$ cat src/rtl/audio_level_meter_pkg.sv
// audio_pkg: shared types and constants for the audio level meter.
//   sample_t            - signed sample word at the default width
//   meter_state_t       - meter FSM states
//   DEFAULT_CLIP_THRESH - default absolute level that flags clipping
package audio_pkg;

  localparam int unsigned DEFAULT_DATA_WIDTH = 24;
  localparam logic [DEFAULT_DATA_WIDTH-1:0] DEFAULT_CLIP_THRESH = 24'h7F0000;

  typedef logic signed [DEFAULT_DATA_WIDTH-1:0] sample_t;

  typedef enum logic [1:0] {
    IDLE,
    ACCUM,
    PUBLISH
  } meter_state_t;

endpackage

$ cat src/rtl/audio_level_meter_abs_sat.sv
// abs_sat: combinational saturating absolute value with clip detect.
//   x    - two's complement sample
//   mag  - |x|, the most negative code saturates to the largest positive code
//   clip - saturation occurred or mag >= CLIP_THRESH
module abs_sat
  import audio_pkg::*;
#(
  parameter int unsigned             DATA_WIDTH  = DEFAULT_DATA_WIDTH,
  parameter logic [DATA_WIDTH-1:0]   CLIP_THRESH = DEFAULT_CLIP_THRESH
) (
  input  logic [DATA_WIDTH-1:0] x,
  output logic [DATA_WIDTH-1:0] mag,
  output logic                  clip
);

  localparam logic [DATA_WIDTH-1:0] MOST_NEG = {1'b1, {(DATA_WIDTH-1){1'b0}}};
  localparam logic [DATA_WIDTH-1:0] MOST_POS = {1'b0, {(DATA_WIDTH-1){1'b1}}};

  logic sat;

  always_comb begin
    mag = x;
    sat = 1'b0;
    if (x == MOST_NEG) begin
      mag = MOST_POS;
      sat = 1'b1;
    end else if (x[DATA_WIDTH-1]) begin
      mag = '0 - x;
    end
    clip = sat | (mag >= CLIP_THRESH);
  end

endmodule

$ cat src/rtl/audio_level_meter.sv
// audio_level_meter: per-window peak and mean-absolute level of one I2S channel.
//   sysclk, reset          - single clock, synchronous active-high reset
//   enable                 - metering enable; low discards the current window
//   sample_in, lr_in       - parallel word from the I2S receiver and its channel
//   sample_strobe          - rising edge marks sample_in valid
//   level_peak/level_mean  - max |x| and floor(sum |x| / 2^WINDOW_LOG2)
//   level_valid/level_ready- result handshake
//   clip, overrun          - sticky flags, cleared only by reset
module audio_level_meter
  import audio_pkg::*;
#(
  parameter int unsigned           DATA_WIDTH  = DEFAULT_DATA_WIDTH,
  parameter int unsigned           WINDOW_LOG2 = 8,
  parameter bit                    CHANNEL     = 1'b0,
  parameter logic [DATA_WIDTH-1:0] CLIP_THRESH = DEFAULT_CLIP_THRESH
) (
  input  logic                  sysclk,
  input  logic                  reset,
  input  logic                  enable,
  input  logic [31:0]           sample_in,
  input  logic                  sample_strobe,
  input  logic                  lr_in,
  output logic [DATA_WIDTH-1:0] level_peak,
  output logic [DATA_WIDTH-1:0] level_mean,
  output logic                  level_valid,
  input  logic                  level_ready,
  output logic                  clip,
  output logic                  overrun
);

  localparam int unsigned ACC_WIDTH = DATA_WIDTH + WINDOW_LOG2;
  localparam logic [WINDOW_LOG2:0] WINDOW = {1'b1, {WINDOW_LOG2{1'b0}}};

  meter_state_t          state;
  logic                  strobe_q;
  logic                  s1_valid;
  logic [DATA_WIDTH-1:0] s1_data;
  logic                  s2_valid;
  logic [DATA_WIDTH-1:0] s2_mag;
  logic [ACC_WIDTH-1:0]  acc;
  logic [DATA_WIDTH-1:0] peak;
  logic [WINDOW_LOG2:0]  count;

  logic                  accept;
  logic [DATA_WIDTH-1:0] abs_mag;
  logic                  abs_clip;
  logic                  absorb;
  logic [ACC_WIDTH-1:0]  acc_sum;
  logic [DATA_WIDTH-1:0] peak_max;
  logic [WINDOW_LOG2:0]  count_inc;
  logic                  window_done;

  // Only the low DATA_WIDTH bits of the receiver word carry the sample.
  logic unused_hi;
  assign unused_hi = ^sample_in[31:DATA_WIDTH];

  assign accept = sample_strobe & ~strobe_q & enable & (lr_in == CHANNEL);

  abs_sat #(
    .DATA_WIDTH (DATA_WIDTH),
    .CLIP_THRESH(CLIP_THRESH)
  ) u_abs_sat (
    .x   (s1_data),
    .mag (abs_mag),
    .clip(abs_clip)
  );

  // S3 next-state values; the final sample of a window is folded in
  // before publishing so the published result includes it.
  always_comb begin
    absorb      = s2_valid && (state != IDLE);
    acc_sum     = acc + {{WINDOW_LOG2{1'b0}}, s2_mag};
    peak_max    = (s2_mag > peak) ? s2_mag : peak;
    count_inc   = count + 1'b1;
    window_done = absorb && (count_inc == WINDOW);
  end

  always_ff @(posedge sysclk) begin
    if (reset) begin
      state       <= IDLE;
      strobe_q    <= 1'b0;
      s1_valid    <= 1'b0;
      s1_data     <= '0;
      s2_valid    <= 1'b0;
      s2_mag      <= '0;
      acc         <= '0;
      peak        <= '0;
      count       <= '0;
      level_peak  <= '0;
      level_mean  <= '0;
      level_valid <= 1'b0;
      clip        <= 1'b0;
      overrun     <= 1'b0;
    end else begin
      strobe_q <= sample_strobe;

      if (level_valid && level_ready)
        level_valid <= 1'b0;

      if (!enable) begin
        state    <= IDLE;
        s1_valid <= 1'b0;
        s2_valid <= 1'b0;
        acc      <= '0;
        peak     <= '0;
        count    <= '0;
      end else begin
        s1_valid <= accept;
        if (accept)
          s1_data <= sample_in[DATA_WIDTH-1:0];

        s2_valid <= s1_valid;
        if (s1_valid) begin
          s2_mag <= abs_mag;
          if (abs_clip)
            clip <= 1'b1;
        end

        // Publishing clears the window in the same edge, so the next
        // window starts immediately and no pipelined sample is lost.
        if (window_done) begin
          state       <= PUBLISH;
          level_peak  <= peak_max;
          level_mean  <= acc_sum[ACC_WIDTH-1 -: DATA_WIDTH];
          level_valid <= 1'b1;
          if (level_valid && !level_ready)
            overrun <= 1'b1;
          acc   <= '0;
          peak  <= '0;
          count <= '0;
        end else begin
          state <= ACCUM;
          if (absorb) begin
            acc   <= acc_sum;
            peak  <= peak_max;
            count <= count_inc;
          end
        end
      end
    end
  end

endmodule
$ cat config.mk
export PLATFORM = sky130hd
export DESIGN_NAME = audio_level_meter
export DESIGN_NICKNAME = d
export VERILOG_FILES = /design/src/rtl/audio_level_meter_pkg.sv /design/src/rtl/audio_level_meter_abs_sat.sv /design/src/rtl/audio_level_meter.sv
export SDC_FILE = /design/constraint.sdc
export NUM_CORES = 1
export LEC_CHECK = 0
export ABC_AREA = 1
export CAP_MARGIN = 20
export CORE_ASPECT_RATIO = 0.7
export CORE_MARGIN = 2
export CORE_UTILIZATION = 49
export DETAILED_ROUTE_END_ITERATION = 16
export HOLD_SLACK_MARGIN = 0.15
export PLACE_DENSITY = 0.78
export SKIP_LAST_GASP = 1
export SYNTH_ARGS = -nofsm -noshare
export SYNTH_HDL_FRONTEND = slang
export SYNTH_HIERARCHICAL = 1
export SYNTH_SLANG_ARGS = --single-unit
$ cat constraint.sdc
create_clock -name sysclk -period 6.7 [get_ports sysclk]
set_clock_uncertainty 0.2 [all_clocks]
set_input_delay 1.005 -clock sysclk [delete_from_list [all_inputs] [get_ports sysclk]]
set_output_delay 1.005 -clock sysclk [all_outputs]
set_load 0.1 [all_outputs]
* After elaboration in Yosys (flattened, before gate mapping)
Index checks and enable logic that the tools add are counted.
** Word-level totals
- Output and inout bits :: 51
- Register bits after elaboration :: 169
- Input port bits :: 38
** Operators by class
- Reductions and logical operators :: 13
- $add $sub $neg :: 3
- Eq/ne operators :: 2
- Magnitude comparators :: 2
- Mux-type cells :: 8
- Bitwise operators :: 7
** Operators by type and width (count)
- $mux W24 :: 3
- $add A32 B24 Y32 :: 1
- $eq A24 B24 Y1 const B :: 1
- $ge A24 B23 Y1 const B :: 1
- $gt A24 B24 Y1 :: 1
- $sub A1 B24 Y24 const A :: 1
- $add A9 B1 Y9 const B :: 1
- $eq A9 B9 Y1 const B :: 1
- $reduce_and A2 Y1 :: 3
- $reduce_and A3 Y1 :: 2
- $logic_and A1 B1 Y1 :: 4
- $mux W1 :: 4
- $and A1 B1 Y1 :: 3
- $not A1 Y1 :: 3
- $reduce_or A3 Y1 :: 1
- $mux W2 :: 1
- $reduce_bool A2 Y1 :: 1
- $reduce_or A2 Y1 :: 1
- $logic_not A1 Y1 :: 1
- $or A1 B1 Y1 :: 1

* Logic depth before layout (Yosys ltp)
- Depth in word-level cells :: 6
- Depth in mapped cells :: 17
- Depth with buffers taken out :: 16

* Modules after synthesis
The synthesis kept the hierarchy.
** Modules (own cells, without submodules)
- audio_level_meter :: cells each 1463, area each 9354.0 µm², times used 1
- abs_sat :: cells each 167, area each 859.6 µm², times used 1

* Worst setup path before layout
Ideal clock, no wire load.
- Kind :: in2reg
- Start :: in enable
- End :: reg s1_data[23]
- Setup time :: 0.116 ns
- Buffers on the path :: 1
- Required time :: 6.384 ns
- Arrival :: 1.954 ns
- Stages :: 6
- Path slack :: 4.430 ns
- Path through :: inv_1 nor4_2 inv_2 clkbuf_1 nor2_1 nor2_1
** On the way
- Cells in the longest elaborated chain, start to end :: 3
** Ends and longest elaborated chain
- start: declaration :: line audio_level_meter.sv:19 : input logic enable,
- $and A1 B1 Y1 (2 in series) :: line audio_level_meter.sv:57 : assign accept = sample_strobe & ~strobe_q & enable & (lr_in == CHANNEL);
- $reduce_and A2 Y1 (no source line) *
- end signal: assignment :: line audio_level_meter.sv:110 : s1_data <= sample_in[DATA_WIDTH-1:0];
- end: declaration :: line audio_level_meter.sv:37 : logic [DATA_WIDTH-1:0] s1_data;
Every way passes the cells marked *; elsewhere a longest branch is shown, timed or not.
A chain may end at the register's enable or synchronous reset.

* Final worst setup path
- Start :: reg s2_mag[23]
- End :: reg peak[8]
** On the way
- Cells in the longest elaborated chain, start to end :: 2
** Ends and longest elaborated chain
- start: declaration :: line audio_level_meter.sv:39 : logic [DATA_WIDTH-1:0] s2_mag;
- start signal: assignment :: line audio_level_meter.sv:114 : s2_mag <= abs_mag;
- $gt A24 B24 Y1 :: line audio_level_meter.sv:73 : peak_max = (s2_mag > peak) ? s2_mag : peak;
- $mux W24 :: line audio_level_meter.sv:73
- end signal: assignment :: line audio_level_meter.sv:135 : peak <= peak_max;
- end: declaration :: line audio_level_meter.sv:41 : logic [DATA_WIDTH-1:0] peak;
No other way between the ends.

==> reports/results.tsv <==
stage	metric	value	unit
status	status	complete, no violations	
yosys	post-synthesis sequential area ratio	33.1	%
yosys	Top FF cell, synth	dfxtp_1	
yosys	Yosys cell types	40	
clock_tree	PostCTS Resize Cnt	0	
detailed_routing	vias per cell	5.23	
setup_path	Critical Path AT	3.99	ns
yosys	post-synth top area cell	dfxtp_1	
detailed_routing	Routed WL per cell	14.4	um
setup_path	worst flop-to-flop path endpoint	peak[8]	
placement	PortBufs	80	
die	io pins	89	
clock_tree	CTS tree	done	
clock_tree	Clk pin slew, worst setup/hold paths	0.06	ns
clock_tree	total number of H-tree levels	4	
clock_tree	CTS Hold Bufs	0	
clock_tree	clk_lat worst skew	0.44	ns
grt	antenna violations before repair	0	
sta	final setup TNS	0	ns
power	Internal	1.65	mW
grt	GRT Total Usage	25.8	%
sta	Least-Margin Pin Slew	1.05	ns
yosys	asr flop ratio synth	0	%
die	Core Region	20600	sq um
hold_path	hold path startpoint	clip	
power	Switching Share	25.8	%
setup_path	reg2reg setup slack	2.89	ns
setup_path	CP startpoint kind	flop	
sta	Final Hold Vio Count	0	
setup_path	CP endpoint kind	flop	
grt	first-pass GRT wire length	45900	um
grt	largest net degree at the start of global routing	74	
placement	GPL Wtd Cong	0.951	
yosys	Synth area leaders	dfxtp_1 33%, nand2_1 15%, nor2_1 9.4%	
sta	Max Clock Freq	262	MHz
layout	layout overhead on the synthesized area	14.9	%
sta	crit share post-route	56.9	%
yosys	Synth top area share	33.1	%
detailed_routing	Residual DRC	0	
die	Starting Density	49.6	%
yosys	top post-synthesis cells by count	418 x nand2_1, 255 x nor2_1, 241 x inv_1	
yosys	Avg Inst Size Synth	6.27	sq um
power	Peak VDD IR	0.164	mV
setup_path	WS Path Type	flop to flop	
setup_path	end point of the critical path	peak[8]	
sta	Max Slew Vio Count	0	
clock_tree	root buf cell	clkbuf_16	
hold_path	HP Class	flop to flop	
yosys	EDFF count, synth	0	
die	chip height	125	um
setup_path	reg2reg path depth	11	
placement	post-DP HPWL	19900	um
yosys	synth warn	6	
setup_path	Crit. Startpoint	s2_mag[23]	
yosys	top-count cell post-synth	nand2_1	
job	max capacitance violation total	0	
die	Die ar.	22000	sq um
die	FP Rows	44	
power	total power	2.23	mW
die	Die W	177	um
power	Comb pwr share	9.1	%
setup_path	crit-path max FO	25	
sta	Max-slew headroom	29.9	%
clock_tree	clock buffer depth	2	
clock_tree	Num CTS Buffers	17	
detailed_routing	antenna-violating nets left	0	
layout	number of inserted diodes	0	
clock_tree	Post-CTS Setup Repair Bufs	0	
detailed_routing	total wire length	28200	um
detailed_routing	Vias	10300	
setup_path	Required @ worst endpoint	6.88	ns
yosys	cells after synthesis	1630	
sta	clock period minus worst slack	3.81	ns
yosys	synthesized area	10200	sq um
layout	Final Net Count	1768	
setup_path	RR Startpoint	s2_mag[23]	
power	Pwr Density	190	nW/um^2
detailed_routing	initial DRC count	996	
detailed_routing	First-pass DRT Iterations	8	
power	static leakage	5.76	nW
clock_tree	clk sinks	169	
yosys	Net Count, Synth	1720	
layout	share of cells above drive strength 1	5.09	%
power	Clock power frac	44.6	%
sta	RSZ-0062 raised after global routing	no	
power	Sw Pwr	0.575	mW
yosys	#FFs+latches synth	169	
sta	Final setup viols	0	
grt	grt ovf	0	
power	Seq pwr share	46.2	%
grt	vias in the first global route	9384	
-- registers in the layout, indices dropped and copies added (netlist names), 2 cells and up --
name / flops
s2_mag: 24
s1_data: 24
acc: 32
peak: 24
count: 9
level_mean: 24
state: 2
level_peak: 24
-- worst min-delay path by stage --
| stage | to | slack, ns | cells after the start |
|---|---|---|---|
| global placement | clip | 0.24 | 2 |
| global route | clip | 0.29 | 2 |
| finish | clip | 0.25 | 2 |
| detailed placement | clip | 0.24 | 2 |
| floorplan | acc[0] | 0.24 | 2 |
| CTS | clip | 0.25 | 2 |
-- per-stage QoR --
stage	utilization [%]	hold WS, ns	worst slack, ns	instance area (sq um)	cells
detailed placement	54.2	0.241	2.99	11200	1935
finish	57.0	0.252	2.89	11700	1966
floorplan	-	0.245	4.43	10200	1630
global placement	54.2	0.240	3.05	11200	1935
CTS	57.0	0.251	2.97	11700	1966
global route	57.0	0.287	2.64	11700	1966
-- cells in the final DEF (no fill, tap or decap), drive strengths merged --
| master | instances |
|---|---|
| nand2 | 423 |
| nor2 | 264 |
| inv | 248 |
| dfxtp | 169 |
| nand3 | 144 |
| a21oi | 107 |
| o21ai | 97 |
| clkdlybuf4s50 | 80 |
| ha | 51 |
| clkbuf | 23 |
| xor2 | 17 |
| nand4 | 13 |
| or2 | 12 |
| nor3 | 9 |
| buf | 9 |
| xnor2 | 4 |
| a21o | 2 |
| and3 | 2 |
| o21a | 2 |
| nand3b | 2 |
| bufinv | 2 |
| clkinvlp | 2 |
| clkinv | 2 |
| o21bai | 2 |
| a22oi | 1 |
| nor4 | 1 |
| fa | 1 |
| o211ai | 1 |
-- power groups by stage --
stage               logic, mW  clock network, mW  registers (mW)
floorplan               0.139                  0            1.05
global placement        0.193                  0            1.05
detailed placement      0.197                  0            1.05
CTS                     0.199               1.00            1.03
global route            0.221               1.05            1.03
finish                  0.203              0.993            1.03
-- worst max-delay path, stage by stage (launching register included) --
cell and delay (ns):
dfxtp_1 0.40, ha_1 0.34, nand2_1 0.06, nor2_1 0.14, nand2_1 0.11, nor2_1 0.19, nand3_1 0.76, nand2_1 1.11
nand2_1 0.20, nand3_1 0.13, nand2_1 0.06, inv_1 0.04
-- kinds of logic after synthesis --
kind of cell               after synthesis  synth area share [%]
xor gates and xnor gates                21                  1.80
DFF                                    169                  33.1
and+or+nand+nor                        870                  36.2
buffers and inverters                  306                  11.9
adders and majority gates               52                  6.44
AOI/OAI and AO/OA                      212                  10.6
-- routing by layer --
metal  track usage, %  vias up  part of all wire, %
met1             36.3     4674                   46
met4             7.63        0                  2.1
met5                0        -                    0
met3             4.79       50                  7.5
li1                 -     5194                    -
met2             40.1      364                   44
-- cell type report --
| class | count | area (sq um) |
|---|---|---|
| Clock buffer | 23 | 468 |
| Clock inverter | 8 | 113 |
| Fill cell | 2028 | 8850 |
| Inverter | 246 | 928 |
| Multi-Input combinational cell | 1155 | 5630 |
| Sequential cell | 169 | 3380 |
| Tap cell | 276 | 345 |
| Timing Repair Buffer | 89 | 868 |
Note: power is estimated with default switching activity, not from simulation.
